## config.mk

```make
export PLATFORM = sky130hd
export DESIGN_NAME = id_ex_pipe_stage
export DESIGN_NICKNAME = d
export VERILOG_FILES = /design/src/rtl/mips_pipe_pkg.sv /design/src/rtl/pipe_payload_reg.sv /design/src/rtl/id_ex_pipe_stage.sv
export SDC_FILE = /design/constraint.sdc
export NUM_CORES = 1
export LEC_CHECK = 0
export ABC_CLOCK_PERIOD_IN_PS = 1600
export CAP_MARGIN = 20
export CORE_UTILIZATION = 31
export DETAILED_ROUTE_END_ITERATION = 8
export PLACE_DENSITY = 0.63
export SYNTH_ARGS = -nofsm -noshare
export SYNTH_HDL_FRONTEND = slang
export SYNTH_SLANG_ARGS = --single-unit
```

## constraint.sdc

```tcl
create_clock -name clock -period 1.6 [get_ports clock]
set_input_delay 0.16 -clock clock [delete_from_list [all_inputs] [get_ports clock]]
set_output_delay 0.16 -clock clock [all_outputs]
set_load 0.02 [all_outputs]
```

## src/rtl/mips_pipe_pkg.sv

```systemverilog
// Shared definitions for the MIPS-style pipeline: default widths, control-bundle bit map
// and the ID/EX occupancy state type.
package mips_pipe_pkg;

  localparam int unsigned DATA_W_DEF = 32;
  localparam int unsigned REG_AW_DEF = 5;
  localparam int unsigned CTRL_W_DEF = 9;

  // Control bundle {RegDst, ALUOp[1:0], ALUSrc, Branch, MemRead, MemWrite, RegWrite, MemtoReg}
  localparam int unsigned CTRL_REG_DST    = 8;
  localparam int unsigned CTRL_ALU_OP_HI  = 7;
  localparam int unsigned CTRL_ALU_OP_LO  = 6;
  localparam int unsigned CTRL_ALU_SRC    = 5;
  localparam int unsigned CTRL_BRANCH     = 4;
  localparam int unsigned CTRL_MEM_READ   = 3;
  localparam int unsigned CTRL_MEM_WRITE  = 2;
  localparam int unsigned CTRL_REG_WRITE  = 1;
  localparam int unsigned CTRL_MEM_TO_REG = 0;

  typedef enum logic [1:0] {
    EMPTY = 2'd0,
    ONE   = 2'd1,
    TWO   = 2'd2
  } idex_state_t;

endpackage

```

## src/rtl/pipe_payload_reg.sv

```systemverilog
// Load-enabled payload register with synchronous active-low clear.
module pipe_payload_reg #(
  parameter int unsigned W = 8
) (
  input  logic         clk_i,
  input  logic         rst_ni,
  input  logic         load_i,
  input  logic [W-1:0] d_i,
  output logic [W-1:0] q_o
);

  logic [W-1:0] data_q;

  always_ff @(posedge clk_i) begin
    if (!rst_ni) begin
      data_q <= '0;
    end else if (load_i) begin
      data_q <= d_i;
    end
  end

  assign q_o = data_q;

endmodule

```

## src/rtl/id_ex_pipe_stage.sv

```systemverilog
// ID->EX pipeline register with valid/ready handshake, one skid entry and synchronous flush.
// Optional IDEX_PERF_CNT_EN adds saturating stall and flush counters.
module id_ex_pipe_stage
  import mips_pipe_pkg::*;
#(
  parameter int unsigned DATA_W = DATA_W_DEF,
  parameter int unsigned REG_AW = REG_AW_DEF,
  parameter int unsigned CTRL_W = CTRL_W_DEF
`ifdef IDEX_PERF_CNT_EN
  ,
  parameter int unsigned CNT_W  = 16
`endif
) (
  input  logic              clock,
  input  logic              reset_n,
  input  logic              flush,
  input  logic              in_valid,
  output logic              in_ready,
  input  logic [DATA_W-1:0] in_pc,
  input  logic [DATA_W-1:0] in_reg1,
  input  logic [DATA_W-1:0] in_reg2,
  input  logic [DATA_W-1:0] in_offset,
  input  logic [REG_AW-1:0] in_rt,
  input  logic [REG_AW-1:0] in_rd,
  input  logic [CTRL_W-1:0] in_ctrl,
  output logic              out_valid,
  input  logic              out_ready,
  output logic [DATA_W-1:0] out_pc,
  output logic [DATA_W-1:0] out_reg1,
  output logic [DATA_W-1:0] out_reg2,
  output logic [DATA_W-1:0] out_offset,
  output logic [REG_AW-1:0] out_rt,
  output logic [REG_AW-1:0] out_rd,
  output logic [CTRL_W-1:0] out_ctrl
`ifdef IDEX_PERF_CNT_EN
  ,
  output logic [CNT_W-1:0]  stall_cycles,
  output logic [CNT_W-1:0]  flush_count
`endif
);

  localparam int unsigned PayW = 4 * DATA_W + 2 * REG_AW + CTRL_W;

  idex_state_t     state_q, state_d;
  logic [PayW-1:0] in_pay, main_d, main_q, skid_q;
  logic [CTRL_W-1:0] main_ctrl;
  logic            main_load, skid_load;
  logic            accept, deliver;

  assign in_pay  = {in_pc, in_reg1, in_reg2, in_offset, in_rt, in_rd, in_ctrl};
  assign accept  = in_valid & in_ready;
  assign deliver = out_valid & out_ready;

  always_ff @(posedge clock) begin
    if (!reset_n) begin
      state_q <= EMPTY;
    end else begin
      state_q <= state_d;
    end
  end

  always_comb begin
    state_d   = state_q;
    main_d    = in_pay;
    main_load = 1'b0;
    skid_load = 1'b0;
    if (flush) begin
      state_d = EMPTY;
    end else begin
      unique case (state_q)
        EMPTY: begin
          if (accept) begin
            state_d   = ONE;
            main_load = 1'b1;
          end
        end
        ONE: begin
          if (accept && !deliver) begin
            state_d   = TWO;
            skid_load = 1'b1;
          end else if (accept && deliver) begin
            main_load = 1'b1;
          end else if (deliver) begin
            state_d = EMPTY;
          end
        end
        TWO: begin
          if (deliver) begin
            state_d   = ONE;
            main_d    = skid_q;
            main_load = 1'b1;
          end
        end
        default: state_d = EMPTY;
      endcase
    end
  end

  always_comb begin
    out_valid = (state_q != EMPTY);
    in_ready  = reset_n & (state_q != TWO);
    // Bubbles carry all-zero control so they can never write regfile or memory.
    out_ctrl  = out_valid ? main_ctrl : '0;
  end

  pipe_payload_reg #(
    .W (PayW)
  ) u_main_reg (
    .clk_i  (clock),
    .rst_ni (reset_n),
    .load_i (main_load),
    .d_i    (main_d),
    .q_o    (main_q)
  );

  pipe_payload_reg #(
    .W (PayW)
  ) u_skid_reg (
    .clk_i  (clock),
    .rst_ni (reset_n),
    .load_i (skid_load),
    .d_i    (in_pay),
    .q_o    (skid_q)
  );

  assign {out_pc, out_reg1, out_reg2, out_offset, out_rt, out_rd, main_ctrl} = main_q;

`ifdef IDEX_PERF_CNT_EN
  logic [CNT_W-1:0] stall_q, flush_q;
  logic             stalled, discarded;

  assign stalled   = out_valid & ~out_ready;
  // A flush in ONE that also delivers hands its entry to EX, so nothing is lost.
  assign discarded = flush & ((state_q == TWO) | ((state_q == ONE) & ~out_ready));

  always_ff @(posedge clock) begin
    if (!reset_n) begin
      stall_q <= '0;
      flush_q <= '0;
    end else begin
      if (stalled && (stall_q != '1)) stall_q <= stall_q + CNT_W'(1);
      if (discarded && (flush_q != '1)) flush_q <= flush_q + CNT_W'(1);
    end
  end

  assign stall_cycles = stall_q;
  assign flush_count  = flush_q;
`endif

endmodule

```

[After elaboration in Yosys (flattened, before gate mapping)]
Index checks and enable logic that the tools add are counted.
Storage, ports and cells
  register bits after elaboration: 296
  word-level logic and storage cells: 40
Cells by class
  equal/unequal tests: 7
  multiplexer cells: 19
  bitwise gates (word level): 4
  reductions and logical operators: 7
Operators by type and width (count)
  $mux 147: 3
  $mux 2: 5
  $mux 9: 1
  $mux 1: 8
  $ne 2x2->1 const B: 3
  $ne 3x3->1 const B: 2
  $pmux 2 s3: 1
  $reduce_and 4->1: 1
  $and 1x1->1: 3
  $pmux 1 s3: 1
  $eq 2x1->1 const B: 1
  $eq 2x2->1 const B: 1
  $logic_and 1x1->1: 2
  $logic_not 2->1: 1
  $reduce_bool 2->1: 1
  $reduce_or 2->1: 1
  $logic_not 1->1: 1
  $not 1->1: 1

[Depth between registers and ports, before layout]
  word-level depth: 8
  gate-level depth with buffers: 7
  gate-level depth less buffers: 3

[Hierarchy]
From an unflattened synthesis, not the netlist that was laid out.
Second synthesis, totals
  cell total of the unflattened synthesis: 1142
  area, all modules: 13902.1 µm²
By module, submodules not included
  pipe_payload_reg: times used 2, cells an instance 474, area each 5705.5 µm², seq. area each 2942.8 µm²
  id_ex_pipe_stage: times used 1, cells an instance 194, area each 2491.1 µm², seq. area each 40.0 µm²

[Worst setup path before layout]
No wires, ideal clock.
  kind: register to register
  start point: reg state_q[1]
  end point: reg u_main_reg.data_q[100] (netlist: u_main_reg.q_o[100])
  arrival time: 1.376 ns
  slack: 0.137 ns
  stages on the path, launching flop included: 7
  path buffers: 3
  cell sequence: dfxtp_1 buf_6 and4bb_4 a41o_1 buf_4 buf_6 a221oi_2
On the way
  longest elaborated chain between the ends: 8
RTL lines
  start, declared: line id_ex_pipe_stage.sv:44  | idex_state_t state_q, state_d;
  start signal, assigned: line id_ex_pipe_stage.sv:58  | state_q <= state_d;
  $ne 2x2->1: line id_ex_pipe_stage.sv:101  | in_ready = reset_n & (state_q != TWO);
  $and 1x1->1: line id_ex_pipe_stage.sv:101
  $and 1x1->1: line id_ex_pipe_stage.sv:51  | assign accept = in_valid & in_ready;
  $logic_and 1x1->1: line id_ex_pipe_stage.sv:81  | end else if (accept && deliver) begin
  $mux 1: line id_ex_pipe_stage.sv:81
  $mux 1: line id_ex_pipe_stage.sv:78  | if (accept && !deliver) begin
  $pmux 1 s3: line id_ex_pipe_stage.sv:70  | unique case (state_q)
  $mux 1: line id_ex_pipe_stage.sv:67  | if (flush) begin
  end signal, assigned: line pipe_payload_reg.sv:18  | data_q <= d_i;
  end, declared: line pipe_payload_reg.sv:12  | logic [W-1:0] data_q;
Several ways; a longest one is shown, not always the timed one.
A chain may end at the register's enable or synchronous reset.

[Final worst setup path]
  start point: reg state_q[0]
  end point: reg u_main_reg.data_q[89] (netlist: u_main_reg.q_o[89])
Same word-level chain as after synthesis.

==> out/qor.txt <==
Share of layout cells above drive strength 1 -> 25.2%
Area share of the largest cell type after synthesis -> 41.1%
Endpoints failing hold -> 0
Clk network pwr share -> 45.3%
CTS max path bufs -> 3
Failing checks -> setup timing
CP max stage cell -> dfxtp_2
Placed Instances -> 2197
H-tree levels -> 2
Worst-Skew Late Latency -> 0.55 ns
Rel. slew slack -> 61.5%
Number of global-route vias before repair -> 11800
Worst Setup Start Kind -> flop
R2r startpoint -> state_q[0]
Synth Warn # -> 0
Hpwl dp -> 27.6 mm
Via count -> 12400
Switching Power -> 4.86 mW
Switch share -> 25.9%
Fmax -> 0.587 GHz
Crit-path max cell delay -> 0.32 ns
Setup slack after layout -> -0.105 ns
Clock skew -> 0.0245 ns
Synth Instances -> 1512
Crit. End Element -> flop
Fin area -> 20200 um^2
PwrDens -> 927 nW/um^2
WL final -> 49.6 mm
Clock Sinks -> 296
Worst-Margin Slew -> 0.578 ns
Status -> complete, but fails checks
Global route overflow -> 0
Seq pwr share -> 41.2%
Post-synthesis sequential element count -> 296
Initial core utilization -> 31.6%
Crit Path Category -> flop to flop
Hold path endpoint -> u_skid_reg.q_o[18]
Final Max Slew Viols -> 0
Commonest non-fill, non-tap cell in the layout -> dfxtp_1
First-pass GRT wire length -> 67.0 mm
Post-route insts no fill -> 2318
R2R cell count -> 7
Maximum number of pins on one net before global-route repair -> 90
Drt drc -> 0
First drt pass iteration count -> 5
Placement Setup Slack -> -0.384 ns
Routed Antenna Nets -> 0
CTS tree -> yes
Pleak -> 8.20 nW
Final period utilization -> 107%
Crit path DAT -> 2.15 ns
CP Data Required Time -> 2.04 ns
Clk root buf -> clkbuf_16
Max Cap Violations -> 0
Largest fanout on the critical path -> 7
Die span in y -> 218 um
Setup violators final -> 280
Area Overhead vs Synth -> 40.1%
# rows -> 78
Comb pwr share -> 13.5%
Buffers on Ports -> 300
Core footprint -> 45700 um^2
Commonest cells after routing, fill and taps aside -> dfxtp_1 (294), clkdlybuf4s50_1 (151), nor2_1 (148)
Placed Area -> 17500 um^2
P_int -> 13.9 mW
Mapped cell area -> 14400 um^2
Seq/Total Area, Yosys -> 41.1%
CP most frequent cell -> buf_6
# IOs -> 301
Worst hold path class -> input port to flop
TNS Setup -> -11.94 ns
Full die area -> 47400 um^2
Register-to-Register Setup Slack -> -0.10 ns
Area leader, netlist -> dfxtp_1
Detailed Route Iter0 Violations -> 923
Reg-to-reg endpoint -> u_main_reg.q_o[89]
Maximum VDD drop -> 736 uV
Synth Area per Inst -> 9.54 um^2
All-Layer GR Usage -> 17.9%
Util after Layout -> 44.2%
Ranking of synthesized cells by area -> dfxtp_1 (41%), a221oi_2 (14%), mux2i_1 (10%)
Antenna violations before repair -> 2
Hold path depth -> 3
Clk slew on worst S/H paths -> 0.07 ns
Top cell family by delay on the critical path -> buffers and inverters
Buffers & Inverters on Critical Path -> 4
GP Congestion -> 0.755
# nets final -> 1842
Wire per inst -> 21.4 um
Via/cell ratio -> 5.35
Synth cell types -> 27
RSZ-0062 raised after global routing -> true
Total CTS buffers -> 36
Die W -> 218 um
Fin crit period -> 1.70 ns
Hold path startpoint -> in_rt[4]
Net Count, Synth -> 1664
Cell breakdown of the critical path -> buf_6, nand4bb_4, buf_6, buf_12, buf_16, mux2i_4, a221oi_4
Yosys cell counts (all sizes together):
cell type / n
a221oi: 147
and3b: 1
nand2: 1
nand4bb: 2
dfxtp: 296
inv: 3
nor2: 150
clkbuf: 73
nor3: 1
nand4: 1
nand3: 147
nor2b: 10
mux2i: 148
a41o: 1
o21a: 1
a21oi: 150
and4bb: 2
nand2b: 2
or3b: 1
buf: 228
o21ai: 147
stage by stage:
stage	total power, mW	hold WS, ns
2_1_floorplan	9.26	0.239
3_3_place_gp	10.2	0.459
3_5_place_dp	10.3	0.466
4_1_cts	18.7	0.165
5_1_grt	19.4	0.192
6_report	18.7	0.202
per-layer routing:
layer / part of all wire [%] / GRT usage (%) / routed length [um]
met1: 42 / 22.0 / 20700
met2: 49 / 29.5 / 24200
met3: 6.3 / 3.86 / 3110
met4: 3.4 / 8.57 / 1690
met5: 0 / 0 / 0
registers in the layout, summed over array words and instances, names as in the netlist:
signal	count
state_q	2
u_skid_reg.q_o	147
u_main_reg.q_o	147
how the worst max path moves through the flow:
stage | slack (ns) | cells after the start | from | end
floorplan | 0.14 | 6 | state_q[1] | u_main_reg.q_o[100]
global placement | -0.31 | 3 | state_q[1] | out_ctrl[4]
detailed placement | -0.38 | 6 | flush | u_main_reg.q_o[134]
CTS | -0.09 | 5 | state_q[0] | out_ctrl[0]
global route | -0.14 | 7 | state_q[0] | u_main_reg.q_o[89]
finish | -0.10 | 7 | state_q[0] | u_main_reg.q_o[89]
area by class of cell:
class / instances / area [um^2]
flip-flops and latches: 296 / 5930
fillers: 4309 / 25500
well taps: 600 / 751
diodes: 2 / 5.00
clock buffers: 50 / 1020
multi-input cells: 915 / 7210
inverters: 3 / 18.8
clock inverters: 14 / 190
repair buffers: 438 / 5070
repair_timing:
item	in CTS	in global routing
endpoints found under the setup margin	296	303
cloned	6	29
setup buffers	10	11
pin swaps	8	69
hold buffers	0	0
resized for setup	216	141
hold endpoints to repair	0	0
power by group through the flow:
| stage | Combinational, mW | Clock (mW) | Sequential (mW) |
|---|---|---|---|
| floorplan | 1.43 | 0 | 7.83 |
| global placement | 2.35 | 0 | 7.88 |
| detailed placement | 2.38 | 0 | 7.88 |
| CTS | 2.33 | 8.68 | 7.71 |
| global route | 2.67 | 8.97 | 7.73 |
| finish | 2.53 | 8.48 | 7.71 |
kinds of logic (layout without fill, tap and decap cells):
family                 Yosys count  count (layout)  synth area share [%]
AND/OR/NAND/NOR                318             318                  10.1
AO/OA/AOI/OAI                  446             449                  25.0
buffers and inverters          304             505                  13.5
other                            0               2                     0
flip-flops                     296             296                  41.1
multiplexers                   148             148                  10.3
tightest hold or removal path, stage by stage:
cell and delay, ns:
clkdlybuf4s50_1 0.41, nand3_1 0.07, a21oi_1 0.05
No activity file was read; power rests on OpenSTA's default activity.
